## src/rtl/serializa_datos_pkg.sv

```systemverilog
// Shared constants for the 64-bit serial frame transmitter: state encoding,
// frame size and the receiver timing it has to respect.
package serializa_datos_pkg;

    localparam int FRAME_BITS     = 64;
    localparam int RX_SLOW_PERIOD = 252;
    // A strobe phase must outlast one receiver sample period with margin.
    localparam int MIN_STROBE     = 260;

    localparam logic [2:0] REPOSO = 3'd0;
    localparam logic [2:0] PREP   = 3'd1;
    localparam logic [2:0] ALTO   = 3'd2;
    localparam logic [2:0] BAJO   = 3'd3;
    localparam logic [2:0] PAUSA  = 3'd4;

    function automatic int max_int(input int a, input int b);
        return (a > b) ? a : b;
    endfunction

endpackage

```

## src/rtl/serializa_datos_contador_fase.sv

```systemverilog
// Loadable down-counter with a terminal-count flag; times every phase of the
// serial frame (setup, strobe high, strobe low, inter-frame gap).
module contador_fase #(
    parameter int W = 8
) (
    input  logic         clk_i,
    input  logic         rst_i,
    input  logic         carga_i,
    input  logic [W-1:0] valor_i,
    output logic         fin_o
);

    logic [W-1:0] cnt_q, cnt_d;

    // Loading N-1 gives a phase exactly N cycles long; parks at zero when idle.
    always_comb begin
        cnt_d = cnt_q;
        if (carga_i) begin
            cnt_d = valor_i;
        end else if (cnt_q != '0) begin
            cnt_d = cnt_q - 1'b1;
        end
    end

    always_ff @(posedge clk_i or posedge rst_i) begin
        if (rst_i) begin
            cnt_q <= '0;
        end else begin
            cnt_q <= cnt_d;
        end
    end

    assign fin_o = (cnt_q == '0);

endmodule

```

## src/rtl/serializa_datos.sv

```systemverilog
// Bit-serial transmitter: shifts a parallel word out LSB first on DS with a
// slow "enviando" strobe paced for the ~200 kHz frame receiver.
module serializa_datos
    import serializa_datos_pkg::*;
#(
    parameter int T_SETUP = 16,
    parameter int T_ALTO  = 300,
    parameter int T_BAJO  = 300,
    parameter int T_GAP   = 100000,
    parameter int N_BITS  = FRAME_BITS
) (
    input  logic              CLK,
    input  logic              RST,
    input  logic [N_BITS-1:0] datos,
    input  logic              cargar,
    output logic              listo,
    output logic              DS,
    output logic              enviando,
    output logic              ocupado
);

    localparam int T_MAX = max_int(max_int(T_SETUP, T_ALTO), max_int(T_BAJO, T_GAP));
    localparam int CNT_W = $clog2(T_MAX + 1);

    if (T_ALTO < MIN_STROBE || T_BAJO < MIN_STROBE) begin : g_err_strobe
        $error("serializa_datos: T_ALTO and T_BAJO must be >= %0d", MIN_STROBE);
    end
    if (T_SETUP < 1 || T_GAP < 1) begin : g_err_fase
        $error("serializa_datos: T_SETUP and T_GAP must be >= 1");
    end
    if (N_BITS < 1 || N_BITS > 64) begin : g_err_bits
        $error("serializa_datos: N_BITS must be within 1..64");
    end

    logic [2:0]        state_q, state_d;
    logic [N_BITS-1:0] shreg_q, shreg_d;
    logic [5:0]        bit_q, bit_d;
    logic              env_q, env_d;
    logic              ocu_q, ocu_d;
    logic              carga;
    logic [CNT_W-1:0]  valor;
    logic              fin;

    contador_fase #(
        .W (CNT_W)
    ) u_fase (
        .clk_i   (CLK),
        .rst_i   (RST),
        .carga_i (carga),
        .valor_i (valor),
        .fin_o   (fin)
    );

    // DS is the LSB of the shift register, so it only moves when the
    // register loads or shifts, i.e. on entry to PREP.
    always_comb begin
        state_d = state_q;
        shreg_d = shreg_q;
        bit_d   = bit_q;
        env_d   = env_q;
        ocu_d   = ocu_q;
        carga   = 1'b0;
        valor   = '0;
        case (state_q)
            REPOSO: begin
                if (cargar) begin
                    shreg_d = datos;
                    bit_d   = '0;
                    ocu_d   = 1'b1;
                    carga   = 1'b1;
                    valor   = CNT_W'(T_SETUP - 1);
                    state_d = PREP;
                end
            end
            PREP: begin
                if (fin) begin
                    env_d   = 1'b1;
                    carga   = 1'b1;
                    valor   = CNT_W'(T_ALTO - 1);
                    state_d = ALTO;
                end
            end
            ALTO: begin
                if (fin) begin
                    env_d   = 1'b0;
                    carga   = 1'b1;
                    valor   = CNT_W'(T_BAJO - 1);
                    state_d = BAJO;
                end
            end
            BAJO: begin
                if (fin) begin
                    carga = 1'b1;
                    if (bit_q == 6'(N_BITS - 1)) begin
                        valor   = CNT_W'(T_GAP - 1);
                        state_d = PAUSA;
                    end else begin
                        shreg_d = shreg_q >> 1;
                        bit_d   = bit_q + 6'd1;
                        valor   = CNT_W'(T_SETUP - 1);
                        state_d = PREP;
                    end
                end
            end
            PAUSA: begin
                if (fin) begin
                    ocu_d   = 1'b0;
                    state_d = REPOSO;
                end
            end
            default: begin
                state_d = REPOSO;
            end
        endcase
    end

    always_ff @(posedge CLK or posedge RST) begin
        if (RST) begin
            state_q <= REPOSO;
            shreg_q <= '0;
            bit_q   <= '0;
            env_q   <= 1'b0;
            ocu_q   <= 1'b0;
        end else begin
            state_q <= state_d;
            shreg_q <= shreg_d;
            bit_q   <= bit_d;
            env_q   <= env_d;
            ocu_q   <= ocu_d;
        end
    end

    assign listo    = (state_q == REPOSO);
    assign DS       = shreg_q[0];
    assign enviando = env_q;
    assign ocupado  = ocu_q;

endmodule
```

## config.mk

```make
export PLATFORM = sky130hd
export DESIGN_NAME = serializa_datos
export DESIGN_NICKNAME = d
export VERILOG_FILES = /design/src/rtl/serializa_datos_pkg.sv /design/src/rtl/serializa_datos_contador_fase.sv /design/src/rtl/serializa_datos.sv
export SDC_FILE = /design/constraint.sdc
export NUM_CORES = 1
export LEC_CHECK = 0
export ABC_AREA = 1
export CORE_UTILIZATION = 50
export CTS_BUF_LIST = sky130_fd_sc_hd__clkbuf_2
export DETAILED_ROUTE_END_ITERATION = 8
export GPL_ROUTABILITY_DRIVEN = 1
export GPL_TIMING_DRIVEN = 0
export PLACE_DENSITY = 0.78
export REMOVE_ABC_BUFFERS = 1
export SLEW_MARGIN = 20
export SYNTH_ARGS = -nofsm -noshare
export SYNTH_HDL_FRONTEND = slang
export SYNTH_SLANG_ARGS = --single-unit
```

## constraint.sdc

```tcl
create_clock -name CLK -period 4.37 [get_ports CLK]
set_input_delay 0.874 -clock CLK [delete_from_list [all_inputs] [get_ports CLK]]
set_output_delay 0.874 -clock CLK [all_outputs]
set_load 0.01 [all_outputs]
```

==> metrics.yaml <==
timing:
  setup_violations: 0
  drv_slew: 0
  setup_slack_ps: 1450
  finalCritPeriodShare_pct: 66.9
  period_needed_ps: 2920
  tightest_slew_ps: 744
  finClkSkew_ps: 30.6
  tns_ps: 0
  rsz0062_at_grt: "no"
  fmax_mhz: 342
  hold_viol_final: 0
  slew_headroom_pct: 50.4
pwr:
  peakVddDrop_uv: 129
  p_leak_nw: 3.18
  pwr_density_cell_mw_per_mm2: 231
critical_path:
  crit_family: "buffers and inverters"
  cp_cell_sequence: "nor2_1 -> inv_1 -> nor2_2 -> clkdlybuf4s50_1"
  critPathKind: "flop to output port"
  cp.buffers_inverters: 2
  worst-endpoint-required_ps: 3500
  cp_slowest_cell: "clkdlybuf4s50_1"
  reg2reg_to: "shreg_q[18]"
  critPathLaunchType: "flop"
  r2r_cells: 8
  path_max_fanout: 6
  crit_path_end_kind: "output port"
  cpPeakStageDelay_ps: 560
  r2r_setup_slack_ps: 1820
  r2r_start: "state_q[0]"
  critPathArrivalTime_ps: 2050
min_path:
  hp-start: "shreg_q[33]"
  min_to: "shreg_q[33]"
  holdPathStages: 2
  min_path_type: "flop to flop"
grt:
  grt_pass1_vias: 4381
  track_usage_pct: 23.2
  grt_max_degree: 73
  grt_pass1_wl_um: 18900
  grt_antenna_before_repair: 0
  grt_overflow: 0
detailed_routing:
  wl_per_cell_um: 12.0
  dr.pass1.iters: 5
  drt-total-wl_um: 11000
  vias: 4566
  viasPerCell: 5.00
  drt_iter0_markers: 239
  ant_nets: 0
  drc: 0
die:
  pin_count: 71
  coreArea_mm2: 0.00942
  start_util_pct: 52.5
  fp.dieH_um: 101
  rows: 35
  die_w_um: 101
  dieArea_mm2: 0.0103
run_status:
  status: "finished clean"
synth:
  netlist_instances: 726
  syn_area_per_cell_um2: 6.81
  yosys_warnings: 0
  synth.area.top_cells: "dfrtp_1 47%, nand2_1 35%, nor2_1 2.4%"
  yosys_register_bits: 92
  ys_types: 27
  ys_seq_area_share_pct: 46.5
  synth_area_leader_cell: "dfrtp_1"
  netlist_area_mm2: 0.00495
  yosysTopAreaCellShare_pct: 46.5
placement:
  dp_cells: 897
  post-place-ws_ps: 1740
  gp_congestion: 0.852
  post-dp-hpwl_um: 7230
  port_buffers: 70
final_layout:
  area_growth_pct: 18.0
  num-fill-cells: 860
  fin_cells: 913
  diodes: 0
  final_core_util_pct: 62.0
  fin_nets: 849
  drive_gt1_share_pct: 4.72
clock_network:
  cts_resized: 0
  htreeDepth: 3
  clk_pin_slew_ps: 280
  clockRootBuffer: "clkbuf_2"
  cts_buffers: 9
  clock_path_buffers: 2
  clk-insertion-delay-late_ps: 570
  post-cts-setup-buffer-count: 0
  cts_tree: "yes"
  cts.sinks: 92
  hold_buffers: 0
flow_run:
  drv_cap: 0
[worst max path at each step]
stage                     from          end  slack [ps]  depth (start not counted)
finish              state_q[0]        listo        1450                          4
global route        state_q[0]        listo        1300                          4
CTS                 state_q[0]        listo        1440                          4
detailed placement      cargar     bit_q[1]        1740                          8
global placement           RST  shreg_q[36]        -410                          2
floorplan                  RST     bit_q[0]        1100                          1
[worst register-to-register path: stages (launching register included)]
cell	delay, ps
dfrtp_1	490
nand2_1	130
nor2_4	450
buf_16	250
nand2_1	100
nand2_1	140
and3_4	680
nand2_1	170
nand2_1	90
[state kept, by name (all words and copies together) (netlist names)]
signal        flops
u_fase.cnt_q     17
state_q           3
ocupado           1
enviando          1
bit_q             6
shreg_q          64
[synth_stat cells (all sizes together)]
master / n
inv: 27
nand3b: 3
nand3: 22
xor2: 5
dfrtp: 92
a31oi: 1
buf: 23
and3: 1
nor3: 9
or2: 3
a21oi: 10
clkbuf: 8
nand2: 460
nand4: 4
nor2: 39
o21ai: 12
xnor2: 3
o211ai: 1
ha: 3
[cell type report]
class                   count  area (um^2)  share of cell area (%)
clock buffers               9         45.0                   0.771
clock inverters             7         50.0                   0.857
inverters                  27          109                    1.86
multi-input cells         576         2390                    40.9
flip-flops and latches     92         2300                    39.4
well taps                 129          161                    2.76
repair buffers             73          783                    13.4
[per-stage QoR]
step	power [W]	hold WS [ps]	instance area, um^2
after floorplan	0.000904	442	4780
after global placement	0.000972	457	5640
after detailed placement	0.000977	460	5740
after CTS	0.00136	516	5840
after global routing	0.00141	519	5840
final	0.00135	515	5840
[report_power, final]
group | internal (W) | total, W | switching [W] | leakage [nW]
sequential | 0.000854 | 0.000854 | 0.000000232 | 1.23
combinational | 0.0000650 | 0.000107 | 0.0000420 | 1.89
clock | 0.0000772 | 0.000389 | 0.000312 | 0.0563
[cells by family after synthesis]
group | synth area share (%)
AOI/OAI and AO/OA | 2.58
and+or+nand+nor | 43.3
buffers and inverters | 5.39
xor gates and xnor gates | 1.42
adders and majority gates | 0.759
DFF | 46.5
[metal layers]
layer / global-route usage [%] / vias up / wire length (um)
met5: 0 / - / 0
met4: 8.36 / 0 / 149
met3: 3.45 / 15 / 406
met2: 41.5 / 94 / 5500
met1: 28.4 / 2143 / 4930
li1: - / 2314 / -
[cells in the final DEF (no fill, tap or decap), types with 3 or more instances in the layout]
master           Yosys  final
nand3_1             22     22
ha_1                 3      3
inv_1               26     24
buf_16               0      3
or2_2                3      3
nand2_1            456    456
xor2_1               5      5
dfrtp_1             92     92
xnor2_1              3      3
clkdlybuf4s50_1      0     70
a21oi_1              9      9
nor2_4               3      3
nand2_2              4      3
nor3_1               9      9
inv_6                0      3
nor2_2               4      4
clkbuf_2             0      9
o21ai_0             10     10
nand4_1              4      4
nor2_1              32     32
nand3b_1             3      3
Power figures use the tool's default switching activity.
